### config.mk
export PLATFORM = sky130hd
export DESIGN_NAME = mem_bridge
export DESIGN_NICKNAME = d
export VERILOG_FILES = /design/src/rtl/mem_bridge.sv
export SDC_FILE = /design/constraint.sdc
export NUM_CORES = 1
export LEC_CHECK = 0
export BUFFER_PORTS_ARGS = -buffer_cell sky130_fd_sc_hd__buf_4
export CAP_MARGIN = 10
export CORE_UTILIZATION = 48
export CTS_CLUSTER_SIZE = 8
export DETAILED_ROUTE_END_ITERATION = 8
export PLACE_DENSITY = 0.89
export SLEW_MARGIN = 20
export SYNTH_ARGS = -nofsm -noshare
export SYNTH_HDL_FRONTEND = slang
export SYNTH_SLANG_ARGS = --single-unit
### constraint.sdc
create_clock -name clk -period 4.82 [get_ports clk]
set_clock_uncertainty 0.1 [all_clocks]
set_input_delay 1.446 -clock clk [delete_from_list [all_inputs] [get_ports clk]]
set_output_delay 1.446 -clock clk [all_outputs]
set_load 0.005 [all_outputs]
### src/rtl/mem_bridge.sv
// mem_bridge: turns the core's single-cycle load/store strobes into req/ack
// transactions on a multi-cycle memory bus. Word alignment is checked before a
// transaction starts. A bus that stays silent is aborted after TIMEOUT busy
// cycles. Any misalignment, timeout or load/store conflict sets a sticky err flag.
module mem_bridge #(
    parameter int W       = 32,
    parameter int TIMEOUT = 16
) (
    input  logic         clk,
    input  logic         rst,
    input  logic         load_en,
    input  logic [W-1:0] l_addr,
    output logic [W-1:0] l_data,
    input  logic         store_en,
    input  logic [W-1:0] s_addr,
    input  logic [W-1:0] s_data,
    output logic         stall,
    output logic         bus_req,
    output logic         bus_we,
    output logic [W-1:0] bus_addr,
    output logic [W-1:0] bus_wdata,
    input  logic         bus_ack,
    input  logic [W-1:0] bus_rdata,
    output logic         err
);

    // The counter only has to reach TIMEOUT-1.
    localparam int CW = (TIMEOUT < 2) ? 1 : $clog2(TIMEOUT);

    typedef enum logic [1:0] {
        IDLE = 2'b00,
        BUSY = 2'b01,
        DONE = 2'b10
    } state_t;

    state_t          state_r;
    state_t          next_state_s;
    logic [CW-1:0]   cnt_r;
    logic            bus_req_r;
    logic            bus_we_r;
    logic [W-1:0]    bus_addr_r;
    logic [W-1:0]    bus_wdata_r;
    logic [W-1:0]    l_data_r;
    logic            err_r;

    logic            req_s;
    logic            conflict_s;
    logic [W-1:0]    sel_addr_s;
    logic            aligned_s;
    logic            last_s;

    function automatic logic is_word_aligned(input logic [1:0] low_bits);
        return (low_bits == 2'b00);
    endfunction

    // Request decode: a store takes priority over a simultaneous load.
    always_comb begin
        req_s      = load_en | store_en;
        conflict_s = load_en & store_en;
        if (store_en) begin
            sel_addr_s = s_addr;
        end else begin
            sel_addr_s = l_addr;
        end
        aligned_s  = is_word_aligned(sel_addr_s[1:0]);
        last_s     = (cnt_r == CW'(TIMEOUT - 1));
    end

    // Stall freezes the core. It is held low while reset is asserted, so the core
    // is never frozen by a bridge that is being reset.
    always_comb begin
        stall = rst & (((state_r == IDLE) & req_s) | (state_r == BUSY));
    end

    // State register.
    always_ff @(posedge clk or negedge rst) begin
        if (!rst) begin
            state_r <= IDLE;
        end else begin
            state_r <= next_state_s;
        end
    end

    // Next-state logic. A misaligned request skips the bus and goes straight to DONE.
    always_comb begin
        next_state_s = state_r;
        case (state_r)
            IDLE: begin
                if (req_s) begin
                    if (aligned_s) begin
                        next_state_s = BUSY;
                    end else begin
                        next_state_s = DONE;
                    end
                end else begin
                    next_state_s = IDLE;
                end
            end
            BUSY: begin
                if (bus_ack || last_s) begin
                    next_state_s = DONE;
                end else begin
                    next_state_s = BUSY;
                end
            end
            DONE:    next_state_s = IDLE;
            default: next_state_s = IDLE;
        endcase
    end

    // Bus-side registers, load data, timeout counter and the sticky error flag.
    always_ff @(posedge clk or negedge rst) begin
        if (!rst) begin
            bus_req_r   <= 1'b0;
            bus_we_r    <= 1'b0;
            bus_addr_r  <= {W{1'b0}};
            bus_wdata_r <= {W{1'b0}};
            l_data_r    <= {W{1'b0}};
            err_r       <= 1'b0;
            cnt_r       <= {CW{1'b0}};
        end else begin
            case (state_r)
                IDLE: begin
                    if (req_s) begin
                        bus_we_r    <= store_en;
                        bus_addr_r  <= {sel_addr_s[W-1:2], 2'b00};
                        bus_wdata_r <= s_data;
                        cnt_r       <= {CW{1'b0}};
                        if (conflict_s) begin
                            err_r <= 1'b1;
                        end
                        if (aligned_s) begin
                            bus_req_r <= 1'b1;
                        end else begin
                            err_r <= 1'b1;
                            // A store leaves the load result alone, even on an error.
                            if (!store_en) begin
                                l_data_r <= {W{1'b0}};
                            end
                        end
                    end
                end
                BUSY: begin
                    if (bus_ack) begin
                        // An ack on the final cycle still wins over the timeout.
                        bus_req_r <= 1'b0;
                        if (!bus_we_r) begin
                            l_data_r <= bus_rdata;
                        end
                    end else if (last_s) begin
                        bus_req_r <= 1'b0;
                        err_r     <= 1'b1;
                        if (!bus_we_r) begin
                            l_data_r <= W'(32'hDEADBEEF);
                        end
                    end else begin
                        cnt_r <= cnt_r + CW'(1);
                    end
                end
                DONE: begin
                    cnt_r <= {CW{1'b0}};
                end
                default: begin
                    bus_req_r <= 1'b0;
                    cnt_r     <= {CW{1'b0}};
                end
            endcase
        end
    end

    assign bus_req   = bus_req_r;
    assign bus_we    = bus_we_r;
    assign bus_addr  = bus_addr_r;
    assign bus_wdata = bus_wdata_r;
    assign l_data    = l_data_r;
    assign err       = err_r;

endmodule

# == Yosys cells after proc, flatten, opt, wreduce, memory -nomap -nowiden ==
# Cells that the tools add are included.
# totals
inputBits,133
wordCells,65
memories,0
latch_bits,0
romBits,0
ramBits,0
regBits,103
# classes
order_cmp,0
bitwise_logic,6
div_mod_pow,0
shifts,0
reduce_logical,9
n_mul,0
n_addsub,1
muxes,28
n_eq_ne,13
# ops
cell,count
2-to-1 mux 32 bit,8
case mux 32 bit (2 select lines),1
"inequality test 2 bit, second input constant",8
2-to-1 mux 4 bit,3
2-to-1 mux 1 bit,9
case mux 4 bit (2 select lines),1
2-to-1 mux 2 bit,3
"inequality test 3 bit, second input constant",2
AND reduction 6 bit,1
AND reduction 5 bit,1
"adder 4 x 1 -> 4 bit, second input constant",1
"equality test 4 bit, second input constant",1
logical NOT 2 bit,2
case mux 2 bit (2 select lines),1
AND reduction 4 bit,1
bitwise AND 1 bit,3
case mux 1 bit (3 select lines),1
AND reduction 3 bit,1
"equality test 2 x 1 -> 1 bit, second input constant",1
"equality test 2 bit, second input constant",1
bitwise OR 1 bit,2
case mux 1 bit (2 select lines),1
AND reduction 2 bit,1
nonzero test 2 bit,1
2 further kinds,2

# == Logic depth before layout (Yosys ltp) ==
# Gate-level depths: netlist of run 1.
# depth
depth_word,5
depth_mapped,7
ltp_nobuf,5

# == Worst setup path after synthesis of run 1 ==
# OpenSTA, ideal clock, no wires.
# synth_timing
kind,input to output
start,input port store_en
end,output port stall
t_required_ns,3.274
setup_slack_ns,1.303
stages,3
n_path_buf,1
arrival_ns,1.971
path_cell_list,o21ai_1 buf_2 a21boi_0
# synth_via
elab_chain_len,4
# synth_lines
element,line_no,rtl
"start, declared",14,"input logic store_en,"
bitwise OR 1 bit,58,req_s = load_en | store_en;
bitwise AND 1 bit,72,stall = rst & (((state_r == IDLE) & req_s) | (state_r == BUSY));
bitwise OR 1 bit,72,
bitwise AND 1 bit,72,
"end, declared",17,"output logic stall,"
# No other way between the ends.

# == Final worst setup path of run 1 ==
# layout_timing
start,input port load_en
end,output port stall
# layout_via
elab_chain_len,4
# layout_lines
element,line_no,rtl
"start, declared",11,"input logic load_en,"
bitwise OR 1 bit,58,
bitwise AND 1 bit,72,
bitwise OR 1 bit,72,
bitwise AND 1 bit,72,
# No other way between the ends.

==> results of run 1 <==
==> power groups by stage <==
stage	combinational [µW]	clock (µW)	sequential (µW)
2_1_floorplan	392	0	1390
3_3_place_gp	1080	0	1370
3_5_place_dp	1130	0	1380
4_1_cts	1130	533	1370
5_1_grt	1230	565	1410
6_report	1110	518	1370
==> worst min-delay path: cells and delay by family, from the launching register on <==
kind,cells,cell delay [ps]
flops,1,360
simple gates,2,100
==> sequential cells by signal (all words and copies together), names as in the netlist <==
| signal | cells |
|---|---|
| bus_addr | 30 |
| l_data | 32 |
| bus_wdata | 32 |
| cnt_r | 4 |
| bus_we | 1 |
| bus_req | 1 |
| err | 1 |
| state_r | 2 |
==> stage by stage <==
stage / util / hold WS, ps / instance area, µm² / std cells
after floorplan: - / 370 / 4370 / 449
after global placement: 0.699 / 360 / 6120 / 762
after detailed placement: 0.699 / 364 / 6120 / 762
after CTS: 0.720 / 389 / 6310 / 778
after global routing: 0.720 / 413 / 6310 / 778
final: 0.720 / 386 / 6310 / 778
==> cell type report <==
type | instances | area share
sequential | 103 | 0.408
timing repair buffer | 234 | 0.278
multi-input combinational | 314 | 0.260
clock buffer | 11 | 0.0240
tap | 108 | 0.0214
clock inverter | 5 | 0.00614
inverter | 3 | 0.00178
==> per-layer routing <==
layer  global-route usage  part of all wire  vias up
li1                     -                 -     1924
met1                0.295              0.38     1897
met2                0.462              0.53      166
met3               0.0576             0.071       22
met4               0.0871             0.018        0
met5                    0                 0        -
==> how the worst max path moves through the flow <==
stage	start	endpoint	slack, ps	depth (start not counted)
2_1_floorplan	store_en	stall	1300	3
3_3_place_gp	load_en	stall	1280	4
3_5_place_dp	load_en	stall	1280	4
4_1_cts	load_en	stall	1260	4
5_1_grt	load_en	stall	1210	4
6_report	load_en	stall	1260	4
==> logic make-up (layout without fill, tap and decap cells) <==
group,count (synthesis),count (layout),synth area share
mux,30,30,0.0687
buf+inv,32,253,0.0390
other cells,1,2,0.000859
simple gates,198,198,0.190
flops,103,103,0.590
compound gates,83,83,0.109
fa+ha+maj,1,1,0.00286
==> layout by cell type (no fill, tap or decap) <==
master                       count
sky130_fd_sc_hd__dfrtp_1       103
sky130_fd_sc_hd__inv_1           2
sky130_fd_sc_hd__o21ai_1        20
sky130_fd_sc_hd__or3_4           1
sky130_fd_sc_hd__a22o_1          9
sky130_fd_sc_hd__a22oi_1         1
sky130_fd_sc_hd__nand3b_1        2
sky130_fd_sc_hd__o32ai_1         1
sky130_fd_sc_hd__o21a_2          1
sky130_fd_sc_hd__o21ai_0        42
sky130_fd_sc_hd__nand2_1       132
sky130_fd_sc_hd__ha_1            1
sky130_fd_sc_hd__clkinvlp_4      1
sky130_fd_sc_hd__a31oi_1         2
sky130_fd_sc_hd__nor3_2          1
sky130_fd_sc_hd__nand4_1         1
sky130_fd_sc_hd__a21boi_0        1
sky130_fd_sc_hd__o21ba_2         1
sky130_fd_sc_hd__and2_4          1
sky130_fd_sc_hd__o211ai_1        1
sky130_fd_sc_hd__clkinv_2        1
sky130_fd_sc_hd__o21ai_4         1
sky130_fd_sc_hd__nor3_1          2
sky130_fd_sc_hd__inv_6           3
sky130_fd_sc_hd__o2111ai_2       1
sky130_fd_sc_hd__buf_4         234
sky130_fd_sc_hd__nor2_2          1
sky130_fd_sc_hd__nor2b_1         1
sky130_fd_sc_hd__conb_1          2
sky130_fd_sc_hd__nor2_1         27
sky130_fd_sc_hd__a21oi_1         2
sky130_fd_sc_hd__nand2b_4        1
sky130_fd_sc_hd__nand3_1        26
sky130_fd_sc_hd__mux2i_1        30
sky130_fd_sc_hd__clkinv_1        1
sky130_fd_sc_hd__clkbuf_8       11
sky130_fd_sc_hd__or4_1           2
==> results.txt, run 1 <==
The flow ran to the end, and the final reports show no timing, DRC or antenna violations. The endpoint identified for the worst register-to-register timing path is l_data[17]. The floorplan has 34 rows. Counting every sink on the clock net gives 103. Clock-pin slew was measured on the worst setup and hold paths at 90 ps.

The area growth from synthesis to layout is 44.5%. The first global-routing pass estimated 19.2 mm of wire. Setup repair after global routing left no endpoint under its margin. The path with the worst hold slack has its endpoint at bus_wdata[16]. The internal power was 2010 µW; the flop-to-flop setup slack was 2520 ps. The critical path buffer and inverter count came out at 2. At the end of routability-driven placement, the weighted congestion stood at 0.837. Measured along the x axis, the die boundary spans 97.4 µm. The tools report the type of element launching the critical path as an input port.

Counting cells, the worst reg-to-reg path comes to 4. The largest total area in the synthesized netlist belongs to sky130_fd_sc_hd__dfrtp_1. The number of maximum-capacitance constraint violations was 0; the area of combinational cells with multiple inputs was 1640 µm².

Summing over every cut layer, the via total after detailed routing is 4009. Dividing the detail-routed wire length by the instance count gives 15.3 µm. The tools report the total track usage as 0.255.

STA classifies the critical path endpoint as an output pin. Synthesis instantiated 35 different standard cells from the library. The number of clock buffers added by TritonCTS is 9.

The net count of the finished layout is 799. Critical hold path startpoint: bus_wdata[16]. Kind of cell adding the most delay to the critical path: buffers and inverters. No sink is reached through more buffers than the 2 on the longest clock path.

Sorting the synthesized cells by how often they occur yields 132 x sky130_fd_sc_hd__nand2_1, 103 x sky130_fd_sc_hd__dfrtp_1, 42 x sky130_fd_sc_hd__o21ai_0. In this run the tool buffered the top-level ports with 230 buffer cells. The number of hold buffers added after CTS was 0. Entering global routing, the biggest net connects 95 pins. In this design, the stage delay of the slowest critical-path cell is 200 ps. The critical-path cell with the highest stage delay was sky130_fd_sc_hd__a21boi_0. Synthesis produced 448 cells. In the routed design, unresolved DRC markers number 0. The portion of total power attributed to combinational logic is 0.370, and the worst path setup slack after routing is 1260 ps. The H-tree was split into 3 levels.

The run gives 4014 as the via count of the first global-routing pass. The layout has 653 filler cells. For the final number of hold-violating endpoints, the log shows 0.

TritonCTS built the clock tree. The max-slew headroom at the worst pin is 0.313. The number of setup violations in the final report was 0. Area taken by flip-flops and latches: 2580 µm².

Ranked by total cell area, the synthesized netlist is headed by sky130_fd_sc_hd__dfrtp_1 59%, sky130_fd_sc_hd__nand2_1 11%, sky130_fd_sc_hd__mux2i_1 6.9%. The total wire length after detailed routing was 11.9 mm. Summed over all cells, the static leakage comes to 0.00336 µW. The number of diodes added for antenna fixing is 0. The logs give 9490 µm² for the total die area and 0 for the number of slew-limit violations in the final report. The first routing iteration left 133 violations.

The dominant synthesized flop cell was sky130_fd_sc_hd__dfrtp_1. The tree is rooted in a sky130_fd_sc_hd__clkbuf_8. The startpoint identified for the worst register-to-register timing path is state_r[0].

The worst-margin pin slew came out at 1030 ps. Among all cell types in the netlist, the one instantiated most often is sky130_fd_sc_hd__nand2_1. For the finished layout, the period the worst path requires is 3560 ps. The worst hold path belongs to the class register to register. Data arrival at the endpoint of the critical path: 2010 ps. Dividing total power by cell area gives a power density of 475 nW/µm².

Counting instances, the worst hold path has a depth of 2. For the final routed database, the setup TNS stands at 0 ps. The switching power share of the total is 0.330. The share of the yosys chip area belonging to registers is 0.590, and the number of cells upsized or downsized after cts is 0.

The logs give 0 for the number of buffers inserted to repair setup after CTS and 233 for the number of placed I/O pins. The tools report the area of the core region as 8760 µm². The height of the die is 97.4 µm, and the relative contribution of the clock network to total power is 0.173. In this run the worst path has a maximum fanout of 7. Yosys mapped a number of flops with a built-in enable equal to 0. The share of layout cells above drive strength 1 is 0.387, and the total number of yosys warnings is 0. The peak clock frequency supported by timing is 281 MHz. The worst setup path is of the input port to output pin kind.

The critical path's most frequent cell is sky130_fd_sc_hd__buf_4. The run gives 0 as the initial antenna violation count. Across the VDD grid, the largest voltage drop is 0.220 mV.

After synthesis the cells add up to 4370 µm². The fraction of synthesis flops using an asynchronous set or reset pin is 1.00. Each instance of the synthesized netlist takes up on average 9.75 µm². The total overflow left after global routing is 0.

The mean number of vias per cell is 5.15, and the clock latency reported for the late side of the worst-skew pair is 340 ps. For the overall power of the completed layout, the log shows 3000 µW. The worst-case setup slack after placement was 1280 ps; the net switching power was 989 µW. The remaining number of nets flagged by the antenna check after routing came out at 0.

The area share of the largest cell type after synthesis came out at 0.590. The starting density of the core was 0.498; the flip-flop and latch count after synthesis was 103. The logs give 0.457 for the proportion of power drawn by flip-flops and latches and 4 for the first-pass iteration count of the detailed router. The wire-length estimate of the detail-placed layout is 8.87 mm. For the worst setup path, the data required time is 3270 ps. The share of the cycle needed by the critical path after routing came out at 0.738. Traced cell by cell, the critical path runs through buf_4, o21ai_4, a21boi_0, buf_4.
(Power assumes the default switching activity.)
==> run 2: changes to the inputs <==
Settings changed: ABC_AREA set to 1, CORE_UTILIZATION 48 to 42, PLACE_DENSITY 0.89 to 0.8.
Clock period 4.82 ns to 3.1 ns, I/O delays scaled along.
==> results.txt, run 2 <==
The run finished with clean final reports. The maximum number of pins on one net before global-route repair came out at 51. The Yosys step of the flow raised 0 warnings. The max-slew headroom at the worst pin was 0.555. The final cell utilization of the core was 0.618. The run gives 23 as the distinct cell type count of the synthesized netlist. The longest clock path from root to sink contains 2 buffers. The logs give 0.429 for the starting density of the core and 39 for the site row count. The cell area after placement came out at 6680 µm².

The number of slew-limit violations in the final report was 0; the overall die width was 110 µm. The most used standard cell by instance count after synthesis was sky130_fd_sc_hd__nand2_1. The final route contains 4671 vias. In the final design database the tool counted 969 nets.

The path class of the tightest hold or removal check is input port to asynchronous set/reset pin. The dominant cell type by area after synthesis was sky130_fd_sc_hd__dfrtp_1. The tools report the met1 usage in global routing as 0.290. The tools report the final number of hold-violating endpoints as 0.

First-pass iteration count of the detailed router: 5. In the routed design, unresolved DRC markers number 0. Summed over all layers, the global routing overflow is 0. The analysis attributes to cell leakage a power of 0.00385 µW. The run gives 0 as the number of maximum-capacitance constraint violations. In the final timing run, aggregate negative setup slack is 0 ps. The floorplan step set the die height to 110 µm. The number of cells upsized or downsized after cts was 0; the number of instances in the placed design was 967. In the layout the commonest cells are 242 x sky130_fd_sc_hd__buf_4, 224 x sky130_fd_sc_hd__nand2_1, 103 x sky130_fd_sc_hd__dfrtp_1. After detailed routing, the number of vias per cell comes to 4.75. The clock net in this run drives a total of 103 sinks.

The worst-case setup slack after placement was 474 ps; the layout-stage area growth over the synthesis result was 43.9%. The signal on the critical path passes through buf_4, nor2_1, nand2_1, and3_1, buf_4. On the worst path, the slowest cell contributes a delay of 170 ps.

The number of CTS-inserted buffers was 9. Counting every instance in the synthesized netlist gives 620. The share of the cycle needed by the critical path after routing is 0.848.

Busiest layer in global routing: met2. The flip-flop and latch count after synthesis was 103; the worst path setup slack after routing was 471 ps. Number of diodes added for antenna fixing: 0. The finished layout holds 983 standard cells, fillers aside. The initial antenna violation count is 0, and the peak clock frequency supported by timing is 380 MHz. STA puts the critical path data required time at 2070 ps.

Data arrives at the worst endpoint at 1600 ps. The via count of the first global-routing pass is 4361. The tools report the met2 usage in global routing as 0.369.

Dominant synthesized flop cell: sky130_fd_sc_hd__dfrtp_1. The worst path needs 2630 ps of the cycle, external delays included. Across the VDD grid, the largest voltage drop is 0.385 mV.

Post-route cell area: 7030 µm². Power per standard cell area: 731 nW/µm². The total track usage was 0.229; the number of H-tree levels was 3. The number of buffers added to fix hold violations after cts is 0, and the area of the core region is 11400 µm². Type of element launching the critical path: an input port. In the synthesized netlist, the cells that appear most often are 224 x sky130_fd_sc_hd__nand2_1, 103 x sky130_fd_sc_hd__dfrtp_1, 93 x sky130_fd_sc_hd__nor2_1. The tools report the number of setup violations in the final report as 0. Worst-margin pin slew: 667 ps. The share of the yosys chip area belonging to registers was 0.528; the number of filler instances in the final layout was 1030. By area the synthesized netlist is led by sky130_fd_sc_hd__dfrtp_1 53%, sky130_fd_sc_hd__nand2_1 17%, sky130_fd_sc_hd__nor2_1 7.2%. In this run the cell area of the synthesized design comes to 4880 µm². In this run the worst path has a maximum fanout of 3.

Clock-pin slew was measured on the worst setup and hold paths at 60 ps. The fraction of synthesis flops using an asynchronous set or reset pin is 1.00. Dividing the detail-routed wire length by the instance count gives 13.7 µm.

233 I/O pins were placed. The count of buffers from port buffering is 230. A synthesized cell averages 7.87 µm². The number of setup buffers added after CTS is 0.

The remaining number of nets flagged by the antenna check after routing is 0, and the first-pass GRT wire length is 21.1 mm. The area share of the largest cell type after synthesis is 0.528, and the DRC marker count from the first detailed-route iteration is 325. At the end of routability-driven placement, the weighted congestion stood at 0.798. The met3 usage in global routing came out at 0.0634. Setup repair after global routing left no endpoint under its margin. Most common cell after layout, fill and taps aside: sky130_fd_sc_hd__buf_4. The number of synthesized flops with an enable pin is 0.

The critical-path cell with the highest stage delay is sky130_fd_sc_hd__and3_1. The clock tree root driver cell was sky130_fd_sc_hd__clkbuf_16. After legalization and detailed placement, the total HPWL measured 9.32 mm. For this block, the routed nets add up to 13.4 mm of wire.

The total die area is 12100 µm². The share of layout cells above drive strength 1 works out to 0.318. The critical path's most frequent cell is sky130_fd_sc_hd__buf_4. The critical path endpoint category was an output pin. The later pin in the worst-skew pair is clocked with a latency of 340 ps. The critical path is of the input port to output pin type. TritonCTS built the clock tree.
run 2: kinds of logic (layout without fill, tap and decap cells):
family,after synthesis,after routing,share of synthesized area
xor+xnor,1,1,0.00179
other cells,1,2,0.000768
compound gates,68,68,0.0938
simple gates,361,361,0.294
flops,103,103,0.528
fa+ha+maj,1,1,0.00256
buf+inv,85,304,0.0794
run 2: path summary, 6_finish.rpt:
path	from	to	slack, ps	depth (start not counted)
hold / removal	rst	bus_addr[26]	300	1
setup / recovery	store_en	stall	470	5
hold reg to reg	bus_wdata[22]	bus_wdata[22]	380	2
setup reg to reg	state_r[0]	l_data[13]	1140	9
max in group asynchronous	rst	bus_wdata[7]	1740	2
min in group clk	bus_wdata[22]	bus_wdata[22]	380	2
run 2: worst max-delay path: cells and delay by family:
kind / cells / cell delay (ps)
and+or+nand+nor: 3 / 430
buffers and inverters: 2 / 250
run 2: power breakdown:
| group | internal, µW | total (µW) | switching (µW) |
|---|---|---|---|
| sequential | 1790 | 2050 | 266 |
| clock | 775 | 1260 | 489 |
| combinational | 946 | 1820 | 870 |
run 2: metal layers:
metal	vias to the layer above	part of all wire
met2	214	0.47
met1	2082	0.42
met4	0	0.018
met3	19	0.088
li1	2356	-
met5	-	0
run 2: area by class of cell:
class                           count  area (µm²)  area share
Tap cell                          143         179      0.0255
Inverter                           45         169      0.0240
Timing Repair Buffer              243        1840       0.261
Clock buffer                       12         267      0.0379
Clock inverter                      4        76.3      0.0109
Sequential cell                   103        2580       0.367
Multi-Input combinational cell    433        1920       0.273
run 2: stage by stage:
| step | power [µW] | hold slack (ps) |
|---|---|---|
| final | 5130 | 300 |
| after global routing | 5500 | 288 |
| after CTS | 5180 | 288 |
| after detailed placement | 3890 | 366 |
| after global placement | 3870 | 355 |
| after floorplan | 2860 | 357 |
==> run 3: changes to the inputs <==
Clock period 3.1 ns to 2.1 ns, I/O delays scaled along.
==> results.txt, run 3 (synthesis results as in run 2) <==
The final number of hold-violating endpoints is 0. The share of layout cells above drive strength 1 came out at 0.321. The height of the die works out to 110 µm. Measured along the x axis, the die boundary spans 110 µm. STA puts the critical path data arrival time at 1290 ps. The analysis attributes to cell leakage a power of 0.00386 µW. The H-tree was split into 3 levels. The setup check on the worst reg-to-reg path leaves a slack of 320 ps. Compared with the post-synthesis result, the final layout area differs by 44.6%.

For the via count of the first global-routing pass, the log shows 4438. Counting cells, the worst reg-to-reg path comes to 9. In the layout the commonest cells are 240 x sky130_fd_sc_hd__buf_4, 224 x sky130_fd_sc_hd__nand2_1, 102 x sky130_fd_sc_hd__dfrtp_1. The clock passes through at most 2 buffers.

In this run, the number of DRC markers left after iteration 0 of detailed routing was 241. The critical path buffer and inverter count came out at 1. The number of cells on the critical path came out at 4.

VDD sags by at most 0.566 mV. Type of element launching the critical path: a register. Leaving out fill and tap cells, the most frequent cell in the layout is sky130_fd_sc_hd__buf_4. Count of vias placed by the detailed router: 4673. The maximum fanout along the worst path works out to 3. After legalization and detailed placement, the total HPWL measured 9.41 mm. The cell sitting at the root of the clock tree is a sky130_fd_sc_hd__clkbuf_16. Summed over all layers, the global routing overflow is 0.

In this run the remaining antenna-violating nets after routing total 0. Worst hold-check path type: input port to asynchronous set/reset pin. The completed layout was analyzed and its total power is 7450 µW.

The launching element of the worst setup path is state_r[0]. In this run the tool buffered the top-level ports with 230 buffer cells. Adding up every negative setup slack in the final design gives 0 ps. The startpoint identified for the worst register-to-register timing path is state_r[1]. The number of slew-limit violations in the final report was 0.

The number of design rule violations left after detail routing is 0. Dividing the detail-routed wire length by the instance count gives 13.5 µm. The critical-path cell with the highest stage delay was sky130_fd_sc_hd__dfrtp_1.

The tools report the maximum number of pins on one net before global-route repair as 104. The peak clock frequency supported by timing came out at 495 MHz. The critical path goes through nor2_4, nand2_1, and3_1, buf_4. TritonCTS built the clock tree. Clock tree synthesis found a total of 103 sinks.

The flow ran to the end, and the final reports show no timing, DRC or antenna violations. The kind of cell with the highest combined delay along the critical path is simple AND/OR/NAND/NOR gates. The routed design could run at a clock period as short as 2020 ps.

For the number of setup violations in the final report, the log shows 0. On the worst path, the slowest cell contributes a delay of 410 ps. The first global-routing pass estimated 20.7 mm of wire. The mean number of vias per cell works out to 4.74. The final layout contains 971 nets. The logs give 330 ps for the clock latency reported for the late side of the worst-skew pair and 1 for the initial antenna violation count. The share of the cycle needed by the critical path after routing is 0.963, and the worst hold-check slack is 277 ps.

Capturing point of the worst reg2reg path: l_data[26]. Data on the critical path is required at its endpoint by 1370 ps. Max-cap violations in this run came to 0. At the pin with the least slew margin, the transition time is 555 ps. The site row count came out at 39. The starting density of the core was 0.429. Pin placement for this block handled 233 I/O pins. The tools report the total die area as 12100 µm².

The area of the core region was 11400 µm². STA classifies the critical path endpoint as an output pin. The run gives 13.3 mm as the total wire length after detailed routing.

The critical path ends at stall. Setup repair after global routing left no endpoint under its margin. Category of the most critical setup path: register to output pin.

The total track usage was 0.223; the clock input transition at the sequential cells of the worst setup and hold paths was 70 ps. Counting the buffers created by CTS gives 9. Dividing total power by cell area gives a power density of 1050 nW/µm². For the max-slew headroom at the worst pin, the log shows 0.630. The logs give 0.781 for the final weighted congestion in routability-driven placement and 6 for the first-pass iteration count of the detailed router.
## run 3: worst min-delay path by stage
stage             startpoint             to  slack (ps)  cells past startpoint
6_report                 rst     l_data[28]         280                      2
5_1_grt                  rst     l_data[28]         300                      2
4_1_cts                  rst     l_data[25]         300                      2
3_5_place_dp   bus_wdata[22]  bus_wdata[22]         370                      2
3_3_place_gp             err            err         360                      2
2_1_floorplan            rst   bus_addr[10]         230                      0
## run 3: area by class of cell
class	instances	area [µm²]
repair buffers	245	1900
multi-input cells	433	1930
well taps	143	179
flip-flops and latches	103	2580
clock buffers	12	256
fillers	988	4310
inverters	45	169
clock inverters	3	42.5
diodes	1	2.50
## run 3: worst reg2reg max path: cells and delay by family, from the launching register on
kind	cells	cell delay, ps
buffers and inverters	4	570
flip-flops	1	430
AND/OR/NAND/NOR	5	620
## run 3: power breakdown
part | switching, µW | total (µW) | internal, µW
sequential | 370 | 3010 | 2640
combinational | 1300 | 2750 | 1450
clock | 706 | 1690 | 982
## run 3: per-layer routing
layer	global-route usage	part of all wire	vias up
li1	-	-	2359
met1	0.266	0.42	2102
met2	0.373	0.47	192
met3	0.0711	0.093	20
met4	0.0886	0.025	0
met5	0	0	-
## run 3: metrics by stage
| stage | utilization | setup slack (ps) | cells | cell area (µm²) |
|---|---|---|---|---|
| 2_1_floorplan | - | 228 | 621 | 4890 |
| 3_3_place_gp | 0.593 | 88.4 | 968 | 6740 |
| 3_5_place_dp | 0.593 | 72.3 | 968 | 6740 |
| 4_1_cts | 0.619 | 1.37 | 983 | 7040 |
| 5_1_grt | 0.621 | 8.65 | 985 | 7060 |
| 6_report | 0.621 | 78.6 | 985 | 7060 |
## run 3: timing repair
item	4_1_cts	5_1_grt
cloned	0	0
hold buffers	0	0
gates resized for setup	1	3
setup endpoints to repair	1	1
buffers inserted	0	1
